**config.mk**
```make
export PLATFORM = sky130hd
export DESIGN_NAME = pkt_scan_engine_flat
export DESIGN_NICKNAME = d
export VERILOG_FILES = /design/src/rtl/pkt_ctrl_pkg.sv /design/src/rtl/pkt_scan_engine_if.sv /design/src/rtl/pkt_word_matcher.sv /design/src/rtl/pkt_scan_engine.sv /design/src/flat_wrapper.sv
export SDC_FILE = /design/constraint.sdc
export NUM_CORES = 1
export LEC_CHECK = 0
export ABC_AREA = 1
export BUFFER_PORTS_ARGS = -buffer_cell sky130_fd_sc_hd__buf_2
export CAP_MARGIN = 20
export CELL_PAD_IN_SITES_DETAIL_PLACEMENT = 1
export CELL_PAD_IN_SITES_GLOBAL_PLACEMENT = 2
export CORE_UTILIZATION = 24
export DETAILED_ROUTE_END_ITERATION = 10
export PLACE_DENSITY = 0.83
export SLEW_MARGIN = 20
export SYNTH_ARGS = -nofsm -noshare
export SYNTH_HDL_FRONTEND = slang
export SYNTH_SLANG_ARGS = --single-unit
```
**constraint.sdc**
```tcl
create_clock -name clk -period 4.8 [get_ports clk]
set_clock_uncertainty 0.1 [all_clocks]
set_input_delay 0.72 -clock clk [delete_from_list [all_inputs] [get_ports clk]]
set_output_delay 0.72 -clock clk [all_outputs]
set_load 0.01 [all_outputs]
```
**src/rtl/pkt_ctrl_pkg.sv**
```systemverilog
// Shared encodings for the packet-controller register map and the scan engine FSM.
package pkt_ctrl_pkg;

    typedef enum logic [3:0] {
        IDLE,
        POLL_RD,
        POLL_CHK,
        RD_START,
        RD_END,
        SCAN,
        WR_DROP,
        RELEASE,
        WAIT_GAP
    } scan_state_e;

    localparam logic [7:0] REG_FLAG = 8'd0;
    localparam logic [7:0] REG_SOP  = 8'd1;
    localparam logic [7:0] REG_EOP  = 8'd2;
    localparam logic [7:0] REG_DROP = 8'd3;

    localparam logic [1:0]  SEL_REG = 2'b10;
    localparam logic [1:0]  SEL_PKT = 2'b00;
    localparam int unsigned BASE_AW = 10;

    function automatic logic [BASE_AW-1:0] reg_addr(input logic [7:0] idx);
        return {SEL_REG, idx};
    endfunction

    function automatic logic [BASE_AW-1:0] pkt_addr(input logic [7:0] word);
        return {SEL_PKT, word};
    endfunction

endpackage

```
**src/rtl/pkt_scan_engine_if.sv**
```systemverilog
// Single-port register/packet-memory bus between the scan engine and the packet controller.
interface pkt_scan_engine_if #(
    parameter int DWIDTH = 72,
    parameter int AWIDTH = 10
) ();
    logic              wea;
    logic [AWIDTH-1:0] addra;
    logic [DWIDTH-1:0] dina;
    logic [DWIDTH-1:0] douta;

    modport master (output wea, output addra, output dina, input  douta);
    modport slave  (input  wea, input  addra, input  dina, output douta);
endinterface

```
**src/rtl/pkt_word_matcher.sv**
```systemverilog
// Masked 64-bit compare with a sticky hit flag that spans one packet.
module pkt_word_matcher (
    input  logic        clk,
    input  logic        rst,
    input  logic        clr_i,
    input  logic        vld_i,
    input  logic [63:0] word_i,
    input  logic [63:0] pattern_i,
    input  logic [63:0] mask_i,
    output logic        hit_o,
    output logic        hit_nxt_o
);
    logic hit_q;

    // hit_nxt_o lets the engine post the verdict on the same edge the last word is compared
    assign hit_nxt_o = hit_q | (vld_i && (((word_i ^ pattern_i) & mask_i) == 64'd0));
    assign hit_o     = hit_q;

    always_ff @(posedge clk or posedge rst) begin
        if (rst)        hit_q <= 1'b0;
        else if (clr_i) hit_q <= 1'b0;
        else            hit_q <= hit_nxt_o;
    end
endmodule

```
**src/rtl/pkt_scan_engine.sv**
```systemverilog
// Processor-side agent of the packet controller: poll reg0, scan start..end for a
// masked pattern, post the drop verdict to reg3, then release the packet via reg0.
module pkt_scan_engine
    import pkt_ctrl_pkg::*;
#(
    parameter int DWIDTH   = 72,
    parameter int AWIDTH   = 10,
    parameter int POLL_GAP = 4
) (
    input  logic                  clk,
    input  logic                  reset,
    input  logic                  en,
    input  logic [63:0]           match_pattern,
    input  logic [63:0]           match_mask,
    pkt_scan_engine_if.master     mem,
    output logic                  done,
    output logic [15:0]           pkt_count,
    output logic [15:0]           drop_count
);
    localparam int GW = (POLL_GAP > 1) ? $clog2(POLL_GAP) : 1;

    // Parked on reg3 between accesses so idle cycles never touch packet memory
    localparam logic [AWIDTH-1:0] PARK = AWIDTH'(reg_addr(REG_DROP));
    localparam logic [AWIDTH-1:0] A_R0 = AWIDTH'(reg_addr(REG_FLAG));
    localparam logic [AWIDTH-1:0] A_R1 = AWIDTH'(reg_addr(REG_SOP));
    localparam logic [AWIDTH-1:0] A_R2 = AWIDTH'(reg_addr(REG_EOP));

    scan_state_e       state_q, state_d;
    logic [AWIDTH-1:0] addra_q, addra_d;
    logic [DWIDTH-1:0] dina_q, dina_d;
    logic              wea_q, wea_d;
    logic              done_q, done_d;
    logic [7:0]        start_q, start_d;
    logic [7:0]        end_q, end_d;
    logic              first_q, first_d;
    logic              drain_q, drain_d;
    logic [GW-1:0]     gap_q, gap_d;
    logic [15:0]       pkt_q, drop_q;
    logic [7:0]        scan_end;
    logic              hit, hit_nxt, pkt_inc;

    pkt_word_matcher u_match (
        .clk       (clk),
        .rst       (reset),
        .clr_i     (!en || state_q == RELEASE || state_q == IDLE),
        .vld_i     (state_q == SCAN && !first_q),
        .word_i    (mem.douta[63:0]),
        .pattern_i (match_pattern),
        .mask_i    (match_mask),
        .hit_o     (hit),
        .hit_nxt_o (hit_nxt)
    );

    // end arrives on douta during the first SCAN cycle, so it bypasses end_q there
    assign scan_end = first_q ? mem.douta[7:0] : end_q;
    assign pkt_inc  = en && (state_q == WR_DROP);

    always_comb begin
        state_d = state_q;
        addra_d = addra_q;
        wea_d   = 1'b0;
        dina_d  = '0;
        done_d  = 1'b0;
        start_d = start_q;
        end_d   = end_q;
        first_d = 1'b0;
        drain_d = 1'b0;
        gap_d   = gap_q;
        case (state_q)
            IDLE: begin
                state_d = POLL_RD;
                addra_d = A_R0;
            end
            POLL_RD: begin
                state_d = POLL_CHK;
                addra_d = PARK;
            end
            POLL_CHK: begin
                if (mem.douta != '0) begin
                    state_d = RD_START;
                    addra_d = A_R1;
                end else begin
                    state_d = WAIT_GAP;
                    gap_d   = '0;
                end
            end
            RD_START: begin
                state_d = RD_END;
                addra_d = A_R2;
            end
            RD_END: begin
                state_d = SCAN;
                start_d = mem.douta[7:0];
                addra_d = AWIDTH'(pkt_addr(mem.douta[7:0]));
                first_d = 1'b1;
            end
            SCAN: begin
                if (drain_q) begin
                    state_d = WR_DROP;
                    wea_d   = hit_nxt;
                    dina_d  = DWIDTH'(hit_nxt);
                end else begin
                    if (first_q) end_d = mem.douta[7:0];
                    if (start_q == scan_end) begin
                        drain_d = 1'b1;
                        addra_d = PARK;
                    end else begin
                        start_d = start_q + 8'd1;
                        addra_d = AWIDTH'(pkt_addr(start_q + 8'd1));
                    end
                end
            end
            WR_DROP: begin
                state_d = RELEASE;
                addra_d = A_R0;
                wea_d   = 1'b1;
                done_d  = 1'b1;
            end
            RELEASE: begin
                state_d = WAIT_GAP;
                addra_d = PARK;
                gap_d   = '0;
            end
            WAIT_GAP: begin
                if (gap_q == GW'(POLL_GAP - 1)) begin
                    state_d = POLL_RD;
                    addra_d = A_R0;
                end else begin
                    gap_d = gap_q + 1'b1;
                end
            end
            default: state_d = IDLE;
        endcase
        if (!en) begin
            state_d = IDLE;
            addra_d = '0;
            wea_d   = 1'b0;
            dina_d  = '0;
            done_d  = 1'b0;
        end
    end

    always_ff @(posedge clk or posedge reset) begin
        if (reset) begin
            state_q <= IDLE;
            addra_q <= '0;
            dina_q  <= '0;
            wea_q   <= 1'b0;
            done_q  <= 1'b0;
            start_q <= '0;
            end_q   <= '0;
            first_q <= 1'b0;
            drain_q <= 1'b0;
            gap_q   <= '0;
            pkt_q   <= '0;
            drop_q  <= '0;
        end else begin
            state_q <= state_d;
            addra_q <= addra_d;
            dina_q  <= dina_d;
            wea_q   <= wea_d;
            done_q  <= done_d;
            start_q <= start_d;
            end_q   <= end_d;
            first_q <= first_d;
            drain_q <= drain_d;
            gap_q   <= gap_d;
            if (pkt_inc && pkt_q != 16'hFFFF)          pkt_q  <= pkt_q + 16'd1;
            if (pkt_inc && hit && drop_q != 16'hFFFF)  drop_q <= drop_q + 16'd1;
        end
    end

    assign mem.wea    = wea_q;
    assign mem.addra  = addra_q;
    assign mem.dina   = dina_q;
    assign done       = done_q;
    assign pkt_count  = pkt_q;
    assign drop_count = drop_q;
endmodule

```
**src/flat_wrapper.sv**
```systemverilog
// flat-port wrapper written by rule: the top's interface ports become plain ports
module pkt_scan_engine_flat import pkt_ctrl_pkg::*;
#(
    parameter int DWIDTH   = 72,
    parameter int AWIDTH   = 10,
    parameter int POLL_GAP = 4
)
  (clk, reset, en, match_pattern, match_mask, done, pkt_count, drop_count, mem_wea, mem_addra, mem_dina, mem_douta);
  pkt_scan_engine_if #(.DWIDTH(DWIDTH), .AWIDTH(AWIDTH)) mem_i ();
  input  logic clk;
  input  logic reset;
  input  logic en;
  input  logic [63:0] match_pattern;
  input  logic [63:0] match_mask;
  output logic done;
  output logic [15:0] pkt_count;
  output logic [15:0] drop_count;
  output wire logic [$bits(mem_i.wea)-1:0] mem_wea;
  output wire logic [$bits(mem_i.addra)-1:0] mem_addra;
  output wire logic [$bits(mem_i.dina)-1:0] mem_dina;
  input wire logic [$bits(mem_i.douta)-1:0] mem_douta;
  assign mem_wea = mem_i.wea;
  assign mem_addra = mem_i.addra;
  assign mem_dina = mem_i.dina;
  assign mem_i.douta = mem_douta;
  pkt_scan_engine #(.DWIDTH(DWIDTH), .AWIDTH(AWIDTH), .POLL_GAP(POLL_GAP)) u_core (.clk(clk), .reset(reset), .en(en), .match_pattern(match_pattern), .match_mask(match_mask), .mem(mem_i), .done(done), .pkt_count(pkt_count), .drop_count(drop_count));
endmodule
```
==> flow_summary.json <==
{
  "status": "finished, final reports clean",
  "synth_area_sq_um": 5980,
  "met3_usage_pct": 2.99,
  "seq_area_frac_synth_pct": 28.9,
  "cts_tree": "done",
  "setup_tns_ps": 0,
  "grt_pass1_wl_microns": 34000,
  "cts_buffers": 9,
  "yosys_warnings": 0,
  "dp_cells": 1475,
  "via_per_inst": 4.22,
  "cts_setup_buffers": 0,
  "r2r_slack_ps": 2480,
  "die_w_microns": 160,
  "maxSlewHeadroom_pct": 35.3,
  "drc": 0,
  "ir_worst_vdd_v": 0.000129,
  "syn_to_final_growth_pct": 26.4,
  "fillCellCount": 3245,
  "fin_util_pct": 31.0,
  "finalSetupViolCount": 0,
  "r2r-start": "u_core.state_q[0]",
  "clock_path_buffers": 2,
  "cp-start-kind": "flip-flop",
  "cap_violations": 0,
  "grt_max_degree": 37,
  "die_area_sq_um": 25600,
  "maxSlewViolCount": 0,
  "drtAntennaViolNets": 0,
  "fin_crit_ps": 2320,
  "antenna_found_initial": 0,
  "cts.sinks": 69,
  "synthCells": 913,
  "cp-end-kind": "flip-flop",
  "hold_viol": 0,
  "postSynthAreaPerCell_sq_um": 6.55,
  "cp_max_fo": 14,
  "overflow": 0,
  "reg2reg_to": "u_core.end_q[5]",
  "ctsHoldBuffers": 0,
  "totalWireLength_microns": 21000,
  "max_freq_mhz": 432,
  "cp_data_required_time_ps": 4910,
  "drtIter0Drc": 191,
  "drive_gt1_share_pct": 28.4,
  "fin_crit_sh_pct": 48.2,
  "clk_pin_slew_ps": 60,
  "worstMarginPinSlew_ps": 967,
  "startpoint": "u_core.state_q[0]",
  "hpwlAfterDp_microns": 18300,
  "nets": 1369,
  "rsz0062_at_grt": "no",
  "cts-root-buf": "clkbuf_16",
  "holdCritPathClass": "reg -> reg",
  "use_met2_pct": 31.0,
  "num_antenna_cells": 0,
  "grt_busiest_layer": "met2",
  "p_leak_nw": 4.30,
  "core_sq_um": 24400,
  "stdcell_count": 1491,
  "ios": 319,
  "htreeDepth": 3,
  "first_pass_iters": 4,
  "hp-start": "u_core.mem.addra[5]",
  "fp-row-count": 57,
  "worstHoldEndpoint": "u_core.mem.addra[5]",
  "portBuffers": 246,
  "layout_commonest_cell": "nand2_1",
  "cts_resized": 0,
  "die_y_microns": 160,
  "met1_usage_pct": 20.1,
  "hold_depth": 2,
  "wl_per_cell_microns": 14.1,
  "initial_core_util_pct": 24.5,
  "p_per_area_nw_per_um2": 274,
  "ys_ff_latch": 69,
  "final_cell_mix": "260 x nand2_1, 246 x buf_2, 117 x inv_1",
  "reg2regPathDepth": 5,
  "synth.distinct_cells": 40,
  "crit_arrival_ps": 2430,
  "grt_usage_pct": 16.8,
  "vias": 6298,
  "criticalPathCategory": "reg -> reg",
  "gp_congestion": 0.796,
  "grt_pass1_vias": 6562,
  "insertion_delay_ps": 340
}
==> cell usage after synthesis <==
| master | n | area (sq um) |
|---|---|---|
| nor2_4 | 4 | 45.0 |
| nor3_1 | 10 | 50.1 |
| inv_1 | 118 | 443 |
| conb_1 | 1 | 3.75 |
| nor3_2 | 1 | 10.0 |
| nand3b_1 | 1 | 7.51 |
| nor3_4 | 1 | 16.3 |
| a211oi_1 | 1 | 7.51 |
| or2_2 | 35 | 219 |
| nand2_4 | 2 | 22.5 |
| nand3_4 | 2 | 35.0 |
| buf_2 | 1 | 5.00 |
| a21oi_1 | 9 | 45.0 |
| buf_6 | 3 | 33.8 |
| nor2_1 | 95 | 357 |
| and2_1 | 1 | 6.26 |
| nand4_2 | 1 | 12.5 |
| o311ai_0 | 1 | 8.76 |
| xnor2_1 | 11 | 96.3 |
| nand2_2 | 3 | 18.8 |
| nor2_8 | 2 | 40.0 |
| nand3_2 | 3 | 30.0 |
| o21ai_2 | 4 | 35.0 |
| o211ai_1 | 5 | 37.5 |
| clkbuf_1 | 2 | 7.51 |
| inv_6 | 1 | 8.76 |
| nor2_2 | 5 | 31.3 |
| o21bai_1 | 1 | 7.51 |
| nand2_1 | 260 | 976 |
| mux2_2 | 3 | 33.8 |
| buf_4 | 74 | 556 |
| o21ai_0 | 32 | 160 |
| o21ai_1 | 10 | 50.1 |
| xor2_1 | 21 | 184 |
| nand3_1 | 89 | 445 |
| nand4_1 | 23 | 144 |
| inv_2 | 3 | 11.3 |
| dfrtp_1 | 69 | 1730 |
| clkinv_1 | 1 | 3.75 |
| ha_1 | 4 | 50.1 |
==> metrics by stage <==
stage / worst slack, ps / area (sq um) / total power [mW] / hold WS (ps)
after floorplan: 2240 / 6250 / 1.27 / 357
after global placement: 2440 / 7290 / 1.46 / 369
after detailed placement: 2410 / 7290 / 1.48 / 372
after CTS: 2460 / 7560 / 2.11 / 387
after global routing: 2280 / 7560 / 2.25 / 401
final: 2480 / 7560 / 2.07 / 384
==> registers in the layout, summed over array words and instances (netlist names) <==
name                  count
u_core.end_q              8
u_core.drop_count        16
u_core.state_q            4
u_core.done               1
u_core.drain_q            1
u_core.mem.wea            1
u_core.gap_q              2
u_core.first_q            1
u_core.u_match.hit_o      1
u_core.pkt_count         16
u_core.start_q            8
u_core.mem.dina           1
u_core.mem.addra          9
==> cell families (layout without fill, tap and decap cells) <==
family          after synthesis  after routing  synth area share, %
fa+ha+maj                     4              4                0.837
flops                        69             69                 28.9
xor+xnor                     32             32                 4.69
compound gates               63             63                 5.88
buf+inv                     203            386                 17.9
mux                           3              3                0.565
other cells                   1             72               0.0627
simple gates                538            538                 41.2
==> worst max-delay path, cell delays in order, from the launching register on <==
cell and delay (ps):
dfrtp_1 510, inv_1 70, nor2_1 160, nand2_2 170, nor2_1 770, mux2_2 420
==> final cells by class <==
type	instances	area, sq um	share of cell area (%)
multi-input cells	712	3450	45.7
flip-flops and latches	69	1730	22.8
repair buffers	247	1240	16.4
inverters	123	467	6.17
well taps	324	405	5.36
clock buffers	12	246	3.26
clock inverters	4	23.8	0.314
==> per-layer routing <==
metal / share of wire, % / wire, microns
met1: 43 / 8990
met2: 52 / 10800
met3: 4.7 / 995
met4: 0.98 / 206
met5: 0 / 0
==> report_power, final <==
part,switching (mW),internal [mW]
sequential,0.0955,0.669
clock,0.249,0.362
combinational,0.427,0.268
==> worst max path at each step <==
stage	to	slack, ps	cells after the start
3_5_place_dp	u_core.mem.addra[2]	2410	9
3_3_place_gp	u_core.mem.addra[4]	2440	9
4_1_cts	u_core.end_q[5]	2460	5
5_1_grt	u_core.mem.addra[2]	2280	11
2_1_floorplan	u_core.done	2240	1
6_report	u_core.end_q[5]	2480	5
Power figures use the tool's default switching activity.
